File: src/rtl/dmem_port_arbiter.sv
// dmem_port_arbiter: shares the single data-memory port between the processor
// memory stage (absolute priority, never stalled) and one auxiliary burst
// reader that only uses the cycles in which the processor leaves the port idle.
// Returned auxiliary words are tagged through a RD_LATENCY-deep valid pipe, so
// processor reads interleaved with a burst are never flagged as auxiliary data.
module dmem_port_arbiter #(
    parameter int ADDR_W     = 12,
    parameter int LEN_W      = 8,
    parameter int RD_LATENCY = 1
) (
    input  logic              clock,
    input  logic              reset,
    input  logic [31:0]       cpu_addr,
    input  logic [31:0]       cpu_data,
    input  logic              cpu_wren,
    input  logic              cpu_active,
    output logic [31:0]       cpu_q,
    input  logic              aux_req,
    input  logic [ADDR_W-1:0] aux_base,
    input  logic [LEN_W-1:0]  aux_len,
    output logic              aux_busy,
    output logic [31:0]       aux_rdata,
    output logic              aux_rvalid,
    output logic              aux_done,
    output logic [31:0]       mem_addr,
    output logic [31:0]       mem_data,
    output logic              mem_wren,
    input  logic [31:0]       mem_q
);

    localparam logic [1:0] S_IDLE  = 2'd0;
    localparam logic [1:0] S_BURST = 2'd1;
    localparam logic [1:0] S_DRAIN = 2'd2;

    logic [1:0]          state;
    logic [ADDR_W-1:0]   base_q;
    logic [ADDR_W-1:0]   aux_addr;
    logic [LEN_W-1:0]    idx;
    logic [LEN_W-1:0]    rem;
    // vld_pipe[i] is 1 when the word issued i cycles ago was an auxiliary read
    logic [RD_LATENCY:1] vld_pipe;
    logic                issue;

    // An auxiliary read goes out only while bursting, words remain and the
    // processor does not own the port this cycle.
    assign issue    = (state == S_BURST) && !cpu_active && (rem != '0);
    assign aux_addr = base_q + ADDR_W'(idx);
    assign cpu_q    = mem_q;

    // Port mux: processor traffic passes through except on auxiliary issue cycles
    always_comb begin
        mem_addr = cpu_addr;
        mem_data = cpu_data;
        mem_wren = cpu_wren & cpu_active;
        if (issue) begin
            mem_addr = {{(32-ADDR_W){1'b0}}, aux_addr};
            mem_wren = 1'b0;
        end
    end

    // Burst sequencer: accept request, count issues, wait for the tag pipe to empty
    always_ff @(posedge clock or negedge reset) begin
        if (!reset) begin
            state    <= S_IDLE;
            base_q   <= '0;
            idx      <= '0;
            rem      <= '0;
            aux_busy <= 1'b0;
            aux_done <= 1'b0;
        end else begin
            aux_done <= 1'b0;
            case (state)
                S_IDLE: begin
                    if (aux_req) begin
                        if (aux_len != '0) begin
                            base_q   <= aux_base;
                            rem      <= aux_len;
                            idx      <= '0;
                            aux_busy <= 1'b1;
                            state    <= S_BURST;
                        end else begin
                            // empty burst: no access, just acknowledge
                            aux_done <= 1'b1;
                        end
                    end
                end
                S_BURST: begin
                    if (issue) begin
                        idx <= idx + LEN_W'(1);
                        rem <= rem - LEN_W'(1);
                        if (rem == LEN_W'(1)) state <= S_DRAIN;
                    end
                end
                S_DRAIN: begin
                    // last tagged word has left the pipe and is on aux_rvalid now
                    if (vld_pipe == '0) begin
                        aux_done <= 1'b1;
                        aux_busy <= 1'b0;
                        state    <= S_IDLE;
                    end
                end
                default: state <= S_IDLE;
            endcase
        end
    end

    // Tag shift register, aligned with the RAM read latency
    always_ff @(posedge clock or negedge reset) begin
        if (!reset) begin
            vld_pipe <= '0;
        end else begin
            vld_pipe[1] <= issue;
            for (int i = 2; i <= RD_LATENCY; i++) vld_pipe[i] <= vld_pipe[i-1];
        end
    end

    // Register returned data; only tagged words raise aux_rvalid
    always_ff @(posedge clock or negedge reset) begin
        if (!reset) begin
            aux_rvalid <= 1'b0;
            aux_rdata  <= '0;
        end else begin
            aux_rvalid <= vld_pipe[RD_LATENCY];
            aux_rdata  <= mem_q;
        end
    end

endmodule

File: config.mk
export PLATFORM = sky130hd
export DESIGN_NAME = dmem_port_arbiter
export DESIGN_NICKNAME = d
export VERILOG_FILES = /design/src/rtl/dmem_port_arbiter.sv
export SDC_FILE = /design/constraint.sdc
export NUM_CORES = 1
export LEC_CHECK = 0
export CAP_MARGIN = 10
export CORE_ASPECT_RATIO = 1.5
export CORE_MARGIN = 3
export CORE_UTILIZATION = 35
export CTS_CLUSTER_SIZE = 24
export DETAILED_ROUTE_END_ITERATION = 6
export HOLD_SLACK_MARGIN = 0.12
export PLACE_DENSITY = 0.9
export RECOVER_POWER = 50
export SYNTH_ARGS = -nofsm -noshare
export SYNTH_HDL_FRONTEND = slang
export SYNTH_SLANG_ARGS = --single-unit
File: constraint.sdc
create_clock -name clock -period 2.9 [get_ports clock]
set_clock_uncertainty 0.15 [all_clocks]
set_input_delay 0.29 -clock clock [delete_from_list [all_inputs] [get_ports clock]]
set_output_delay 0.29 -clock clock [all_outputs]
set_load 0.05 [all_outputs]
==> results of run 1 <==
==> worst max-delay path, cell delays in order (launching register included) <==
cell and delay, ps:
dfrtp_1 420, ha_1 400, o21ai_0 140, o21ai_0 310
o221ai_1 220, xor2_1 180, o21ai_1 220, buf_12 170
==> layer usage <==
| metal | wire, um | vias to the layer above | track usage, % |
|---|---|---|---|
| li1 | - | 1399 | - |
| met1 | 3590 | 1430 | 19.6 |
| met2 | 5910 | 126 | 32.7 |
| met3 | 722 | 38 | 5.05 |
| met4 | 299 | 0 | 7.65 |
| met5 | 0 | - | 0 |
==> kinds of logic (layout without fill, tap and decap cells) <==
group | count (synthesis) | after routing
muxes | 12 | 12
xor gates and xnor gates | 15 | 15
adders and majority gates | 13 | 13
buffers and inverters | 79 | 214
DFF | 66 | 66
AOI/OAI and AO/OA | 62 | 63
and+or+nand+nor | 102 | 102
==> report_power, final <==
group / switching [mW] / internal, mW / total [mW]
Combinational: 1.60 / 1.23 / 2.84
Clock: 0.365 / 0.619 / 0.984
Sequential: 0.222 / 1.14 / 1.36
Total: 2.19 / 2.99 / 5.18
==> area by class of cell <==
type	instances	area [um2]
Inverter	5	20.0
Multi-Input combinational cell	205	1420
Fill cell	777	4130
Tap cell	115	144
Clock buffer	13	260
Timing Repair Buffer	194	2220
Clock inverter	2	12.5
Sequential cell	66	1650
==> flip-flops by register name, indices dropped and copies added, names as in the netlist <==
register and count:
aux_done 1, rem 8, aux_rdata 32, state 2, aux_busy 1, idx 8, aux_rvalid 1, vld_pipe 1
base_q 12
==> synth_stat cells, types with 2 or more instances <==
cell | count | share of area [%]
nor4_1 | 3 | 0.52
nor2_1 | 20 | 2.1
mux2_4 | 3 | 1.3
mux2_2 | 9 | 2.8
o21bai_1 | 2 | 0.42
xnor2_1 | 4 | 0.98
or4_4 | 2 | 0.63
a211oi_1 | 3 | 0.63
a21oi_1 | 12 | 1.7
buf_2 | 4 | 0.56
nand2_1 | 30 | 3.1
or3_1 | 2 | 0.35
ha_1 | 12 | 4.2
a21o_1 | 2 | 0.42
nand4_1 | 4 | 0.70
o21ai_0 | 31 | 4.3
and2_1 | 21 | 3.7
o211ai_1 | 2 | 0.42
a221o_1 | 2 | 0.56
buf_6 | 3 | 0.94
xor2_1 | 11 | 2.7
nand3_1 | 8 | 1.1
nor3_1 | 4 | 0.56
buf_4 | 64 | 13
and3_1 | 3 | 0.52
clkbuf_1 | 2 | 0.21
dfrtp_1 | 66 | 46
inv_1 | 4 | 0.42
nor2b_1 | 2 | 0.35
==> repair_timing <==
item	in CTS	in global routing
hold endpoints to repair	66	0
endpoints found under the setup margin	6	23
pin swaps	1	4
gates resized for setup	6	10
hold buffers	1	0
gates cloned	1	0
==> through the flow <==
stage                     hold WS (ps)  setup slack (ps)
after CTS                          139             -9.87
after global placement           -54.3               296
after global routing               181             -37.9
after detailed placement         -50.2               287
final                              155              91.5
after floorplan                   -156             -82.6
==> worst paths after layout <==
path	from	to	depth (start not counted)
min in group clock	vld_pipe	aux_rvalid	0
worst max-delay path	idx[5]	mem_addr[9]	7
max in group asynchronous	reset	rem[1]	3
worst max register to register	state[1]	idx[7]	6
worst min-delay path	reset	aux_rdata[5]	2
worst min register to register	vld_pipe	aux_rvalid	0
==> flow_summary.json, run 1 <==
{
  "wl_um": 10500,
  "clkSlewWorstSetupHoldPaths_ps": 50,
  "leakagePower_nw": 2.41,
  "design.die.area_um2": 11500,
  "ys_ff_latch": 66,
  "vias": 2993,
  "place.gp.congestion": 0.940,
  "syn-mean-instance-area_um2": 10.3,
  "grt_max_degree": 65,
  "drtIter0Drc": 129,
  "vias_per_cell": 4.99,
  "post-cts-setup-buffer-count": 0,
  "maxCapViolations": 1,
  "syn_area_um2": 3590,
  "ir_drop_mv": 0.331,
  "place_inst": 583,
  "synthMuxAreaShare_pct": 4.08,
  "slew_violations": 65,
  "finalHoldViolCount": 0,
  "mostFrequentLayoutCell": "clkdlybuf4s50_1",
  "area.growth.synth_to_final_pct": 59.5,
  "final_cell_mix": "123 x clkdlybuf4s50_1, 66 x dfrtp_1, 33 x dlygate4sd3_1",
  "antenna_found_initial": 0,
  "grt_first_pass_wirelength_um": 16000,
  "htree_levels": 3,
  "die_x_um": 88.7,
  "tritoncts": "built",
  "synth_flop_cell": "dfrtp_1",
  "synth_top_family_by_area": "buffers and inverters",
  "crit_type": "flop to output port",
  "violations": "max-capacitance violations, max-slew violations",
  "synth_xor_area_share_pct": 3.66,
  "diodes": 0,
  "fin_crit_ps": 2810,
  "grt_setup_unrepaired": "yes",
  "required_ps": 2460,
  "cts_buffers": 9,
  "finalSetupViolCount": 0,
  "p_per_area_nw_per_um2": 905,
  "cts.sinks": 66,
  "crit_path_start_kind": "flop",
  "crit_path_max_fanout": 5,
  "reg2reg_slack_ps": 420,
  "grt-ovfl-total": 0,
  "drtAntennaViolNets": 0,
  "synth-compound-area-share_pct": 10.5,
  "dp_hpwl_um": 7930,
  "fmaxAchievable_mhz": 356,
  "grt_pass1_vias": 3155,
  "synth_nets": 483,
  "rows": 44,
  "routedWlPerCell_um": 17.5,
  "synth_edf_count": 0,
  "clock_latency_ps": 320,
  "clock_path_buffers": 2,
  "die_h_um": 130,
  "finalPower_mw": 5.18,
  "cts_root_buffer": "clkbuf_16",
  "synthSimpleGateAreaFrac_pct": 14.7,
  "final_core_util_pct": 58.1,
  "synth-async-reset-ratio_pct": 100,
  "max_slew_margin_pct": -4.14,
  "yosys_warnings": 0,
  "firstDrtPassIters": 4,
  "synthCells": 349,
  "worstPathArrival_ps": 2370,
  "drc": 0,
  "initial_core_util_pct": 36.4,
  "grt_use_total_pct": 18.2,
  "status": "finished with violations",
  "ios": 253,
  "seq_area_frac_synth_pct": 46.0,
  "worstMarginPinSlew_ps": 1560,
  "synth_cell_types": 43,
  "finalSetupTns_ps": 0,
  "hold_class": "input port to async pin",
  "coreArea_um2": 9850,
  "io_buffers": 188,
  "yosys.area_share.adder_pct": 4.74,
  "drive_gt1_share_pct": 16.5,
  "endpoint_kind": "output port",
  "final_cells": 600,
  "finalCritPeriodShare_pct": 96.8,
  "nets": 615,
  "dpl_cell_area_um2": 5390,
  "design_area_um2": 5720
}
Power figures use the tool's default switching activity.
==> run 2, diff against run 1 <==
--- a/config.mk
+++ b/config.mk
@@ -7,7 +7,7 @@
 export LEC_CHECK = 0
 export CAP_MARGIN = 10
 export CORE_ASPECT_RATIO = 1.5
-export CORE_MARGIN = 3
+export CORE_MARGIN = 4
 export CORE_UTILIZATION = 35
 export CTS_CLUSTER_SIZE = 24
 export DETAILED_ROUTE_END_ITERATION = 6
==> run 2 against run 1 <==
The run still ends with max-capacitance violations, max-slew violations left; non-clock buffer count rose by 1; hold slack improved by 150 ps; die area rose by 3.8%; critical path depth rose by 1; wire length fell by 0.60%; count of clock-buffer cells in the layout fell by 3; global-route usage fell by 0.48 points; sequential power barely moved; critical endpoint is now mem_addr[10]; highest routed layer unchanged.
==> flow_summary.json, run 2 (synthesized netlist as in run 1, its figures left out) <==
{
  "grt_pass1_vias": 3299,
  "wl_um": 10500,
  "switching_share_pct": 41.2,
  "largest_reg_flops": 32,
  "clkSlewWorstSetupHoldPaths_ps": 50,
  "slew_violations": 67,
  "grt_use_total_pct": 17.7,
  "tritoncts": "built",
  "reg_top3": "aux_rdata: 32 flops, base_q: 12 flops",
  "cts.sinks": 66,
  "clock_path_buffers": 2,
  "fmaxAchievable_mhz": 357,
  "crit_path_start_kind": "flop",
  "clock_latency_ps": 330,
  "finalCritPeriodShare_pct": 96.6,
  "fin_crit_ps": 2800,
  "coreArea_um2": 10100,
  "design_area_um2": 5790,
  "grt-ovfl-total": 0,
  "cts_buffers": 9,
  "grt_max_degree": 67,
  "vias": 3038,
  "drtIter0Drc": 128,
  "crit_path_max_fanout": 5,
  "endpoint_kind": "output port",
  "antenna_found_initial": 0,
  "p_int_mw": 3.16,
  "nets": 616,
  "dpl_cell_area_um2": 5380,
  "grt_first_pass_wirelength_um": 16700,
  "violations": "max-capacitance violations, max-slew violations",
  "hold_class": "flop to flop",
  "io_buffers": 188,
  "vias_per_cell": 5.04,
  "worstPathArrival_ps": 2360,
  "leakagePower_nw": 2.46,
  "p_per_area_nw_per_um2": 928,
  "ios": 253,
  "ir_drop_mv": 0.387,
  "finalSetupViolCount": 0,
  "initial_core_util_pct": 35.6,
  "crit_type": "flop to output port",
  "drtAntennaViolNets": 0,
  "htree_levels": 3,
  "routedWlPerCell_um": 17.4,
  "rows": 45,
  "max_slew_margin_pct": -7.54,
  "die_x_um": 90.7,
  "dp_hpwl_um": 8170,
  "required_ps": 2460,
  "power.switching_mw": 2.21,
  "firstDrtPassIters": 4,
  "power_frac_seq_pct": 25.2,
  "power_frac_comb_pct": 53.6,
  "holdWs_ps": 301,
  "final_cell_mix": "123 x clkdlybuf4s50_1, 66 x dfrtp_1, 33 x dlygate4sd3_1",
  "finalHoldViolCount": 0,
  "final_core_util_pct": 57.4,
  "status": "finished with violations",
  "mostFrequentLayoutCell": "clkdlybuf4s50_1",
  "drive_gt1_share_pct": 17.1,
  "diodes": 0,
  "area.growth.synth_to_final_pct": 61.3,
  "place.gp.congestion": 0.907,
  "cts_root_buffer": "clkbuf_16",
  "drc": 0,
  "top_register": "aux_rdata",
  "maxCapViolations": 1,
  "worstMarginPinSlew_ps": 1610,
  "grt_setup_unrepaired": "yes",
  "design.die.area_um2": 12000,
  "die_h_um": 132,
  "finalSetupTns_ps": 0,
  "clockPowerShare_pct": 21.2
}
run 2: metrics by stage:
step	total power [mW]	cells	worst slack [ps]
2_1_floorplan	3.14	349	-82.6
3_3_place_gp	4.01	585	245
3_5_place_dp	4.10	585	194
4_1_cts	5.33	602	1.45
5_1_grt	5.64	603	-20.9
6_report	5.37	603	99.0
run 2: final timing paths:
path | cells after the start | start | slack, ps | endpoint
max | 8 | idx[0] | 100 | mem_addr[10]
min | 0 | vld_pipe | 300 | aux_rvalid
max reg2reg | 5 | state[1] | 600 | idx[7]
min reg2reg | 0 | vld_pipe | 300 | aux_rvalid
min in group asynchronous | 3 | reset | 840 | aux_rdata[25]
max in group asynchronous | 3 | reset | 790 | rem[0]
run 2: power groups by stage:
stage               Combinational [mW]  Clock [mW]  Sequential, mW
global placement                  2.68           0            1.33
finish                            2.88        1.14            1.35
floorplan                         1.74           0            1.40
CTS                               2.81        1.17            1.35
global route                      3.05        1.21            1.38
detailed placement                2.75           0            1.35
run 2: final cells by class:
cell class | count | area [um2]
clock inverter | 5 | 78.8
sequential | 66 | 1650
multi-input combinational | 205 | 1410
tap | 117 | 146
timing repair buffer | 195 | 2240
fill | 821 | 4290
clock buffer | 10 | 239
inverter | 5 | 20.0
run 2: layer usage:
layer	part of all wire [%]	wire (um)	up-vias	GRT usage [%]
met3	6.3	655	40	5.65
met4	3.6	378	0	9.11
met5	0	0	-	0
met2	58	6040	126	33.4
li1	-	-	1403	-
met1	32	3400	1469	16.8
run 2: repair_timing:
item / in CTS / in global routing
buffers inserted: 0 / 1
resized for setup: 6 / 8
setup endpoints to repair: 6 / 6
hold buffers: 1 / 0
pin swaps: 2 / 1
hold endpoints to repair: 66 / 0
gates cloned: 1 / 0
run 2: worst max-delay path, stage by stage (launching register included):
cell      delay (ps)
dfrtp_1          420
ha_2             220
fa_2             390
a211oi_4         260
o211ai_1         160
nand4_1          130
xor2_1           190
o21ai_2           90
buf_12           170
==> run 3, diff against run 2 <==
--- a/config.mk
+++ b/config.mk
@@ -17,3 +17,4 @@
 export SYNTH_ARGS = -nofsm -noshare
 export SYNTH_HDL_FRONTEND = slang
 export SYNTH_SLANG_ARGS = --single-unit
+export TNS_END_PERCENT = 5
==> run 3 against run 2 <==
The run still ends with max-capacitance violations, max-slew violations left; power decreased by 1.9%; combinational power about the same; hold slack worse by 7.3 ps; clock power fell by 7%; sequential share of layout area is 0.23 points higher; setup slack lost 7.2 ps; maximum frequency decreased by 0.26%; register-to-register slack lost 110 ps; first-iteration DRC count decreased by 20%; die area unchanged; critical path depth shrank 1; critical endpoint is now mem_addr[7]; largest power group unchanged.
==> flow_summary.json, run 3 (synthesized netlist as in run 1, its figures left out) <==
{
  "status": "finished with violations",
  "leakagePower_nw": 2.43,
  "grt_pass1_vias": 3319,
  "endpoint_kind": "output port",
  "p_per_area_nw_per_um2": 917,
  "path_cells": "ha_1 -> o21ai_1 -> nor3_2 -> or3_1 -> xnor2_1 -> o21ai_1 -> buf_12",
  "drtIter0Drc": 102,
  "finalSetupViolCount": 0,
  "cts.sinks": 66,
  "dp_hpwl_um": 8290,
  "die_h_um": 132,
  "largest_reg_flops": 32,
  "final_cells": 605,
  "grt_first_pass_wirelength_um": 16900,
  "grt_use_total_pct": 18.0,
  "crit_path_max_fanout": 5,
  "cts_root_buffer": "clkbuf_16",
  "reg_top3": "aux_rdata: 32 flops, base_q: 12 flops",
  "critical_path.slowest_cell": "dfrtp_1",
  "routedWlPerCell_um": 17.6,
  "ir_drop_mv": 0.374,
  "top_register": "aux_rdata",
  "cp_slowest_stage_delay_ps": 430,
  "hold_class": "flop to flop",
  "finalHoldViolCount": 0,
  "required_ps": 2460,
  "place_inst": 587,
  "crit_type": "flop to output port",
  "htree_levels": 3,
  "initial_core_util_pct": 35.6,
  "max_slew_margin_pct": -23.2,
  "clkSlewWorstSetupHoldPaths_ps": 50,
  "post-cts-setup-buffer-count": 0,
  "cpMostUsedCell": "o21ai_1",
  "grt-ovfl-total": 0,
  "firstDrtPassIters": 6,
  "clock_path_buffers": 2,
  "finalSetupTns_ps": 0,
  "place.gp.congestion": 0.848,
  "fin_crit_ps": 2810,
  "diodes": 0,
  "cts_buffers": 9,
  "die_x_um": 90.7,
  "worstPathArrival_ps": 2370,
  "drive_gt1_share_pct": 16.2,
  "io_buffers": 188,
  "vias": 3006,
  "fmaxAchievable_mhz": 356,
  "worst-path-buf-inv": 1,
  "crit_path_start_kind": "flop",
  "antenna_found_initial": 0,
  "area.growth.synth_to_final_pct": 60.1,
  "maxCapViolations": 1,
  "drtAntennaViolNets": 0,
  "design.die.area_um2": 12000,
  "finalCritPeriodShare_pct": 96.8,
  "drc": 0,
  "ios": 253,
  "final_core_util_pct": 57.0,
  "tritoncts": "built",
  "final_cell_mix": "123 x clkdlybuf4s50_1, 65 x dfrtp_1, 33 x dlygate4sd3_1",
  "nets": 617,
  "mostFrequentLayoutCell": "clkdlybuf4s50_1",
  "coreArea_um2": 10100,
  "wl_um": 10600,
  "clock_latency_ps": 320,
  "worstMarginPinSlew_ps": 1850,
  "rows": 45,
  "grt_setup_unrepaired": "yes",
  "slew_violations": 37,
  "violations": "max-capacitance violations, max-slew violations",
  "critPathTopFamily": "simple AND/OR/NAND/NOR gates",
  "grt_max_degree": 37,
  "vias_per_cell": 4.97
}
==> run 3: report_power, final <==
| part | internal, mW | total, mW | switching (mW) |
|---|---|---|---|
| clock | 0.688 | 1.06 | 0.373 |
| combinational | 1.24 | 2.86 | 1.62 |
| sequential | 1.14 | 1.34 | 0.204 |
==> run 3: through the flow <==
| step | cell area, um2 | hold WS (ps) | power, mW | setup WS, ps |
|---|---|---|---|---|
| final | 5740 | 294 | 5.27 | 91.8 |
| after global routing | 5740 | 317 | 5.56 | -10.7 |
| after CTS | 5730 | 275 | 5.28 | 55.0 |
| after detailed placement | 5400 | 268 | 4.11 | 111 |
| after global placement | 5400 | 237 | 4.05 | 201 |
| after floorplan | 3590 | -156 | 3.13 | -280 |
==> run 3: routing by layer <==
layer	GRT usage, %	part of all wire, %
met1	18.0	33
met2	33.1	55
met3	5.54	7.7
met4	9.20	3.7
met5	0	0
==> run 3: area by class of cell <==
| class | instances | area [um2] |
|---|---|---|
| repair buffers | 196 | 2230 |
| flip-flops and latches | 66 | 1650 |
| multi-input cells | 205 | 1400 |
| inverters | 5 | 20.0 |
| clock buffers | 12 | 246 |
| well taps | 117 | 146 |
| clock inverters | 4 | 51.3 |
| fillers | 825 | 4330 |
==> run 3: worst reg2reg max path, cell delays in order, from the launching register on <==
cell and delay, ps:
dfrtp_1 420, nor4_1 300, buf_4 190, a311o_2 360, clkinv_2 310, nor2_8 260, nor2_1 70, o221a_2 240
==> run 3: final timing paths <==
kind,start,end,slack (ps),depth (start not counted)
hold / removal,vld_pipe,aux_rvalid,290,0
setup reg to reg,rem[4],rem[2],490,7
max in group asynchronous,reset,idx[0],450,3
hold reg to reg,vld_pipe,aux_rvalid,290,0
min in group asynchronous,reset,aux_rdata[4],880,2
setup / recovery,idx[2],mem_addr[7],90,7
==> run 3: repair_timing <==
item                                    4_1_cts  5_1_grt
hold buffers                                  1        0
cloned                                        1        0
endpoints found under the setup margin        8       12
pin swaps                                     2        1
hold endpoints to repair                     34        0
resized for setup                            10        7
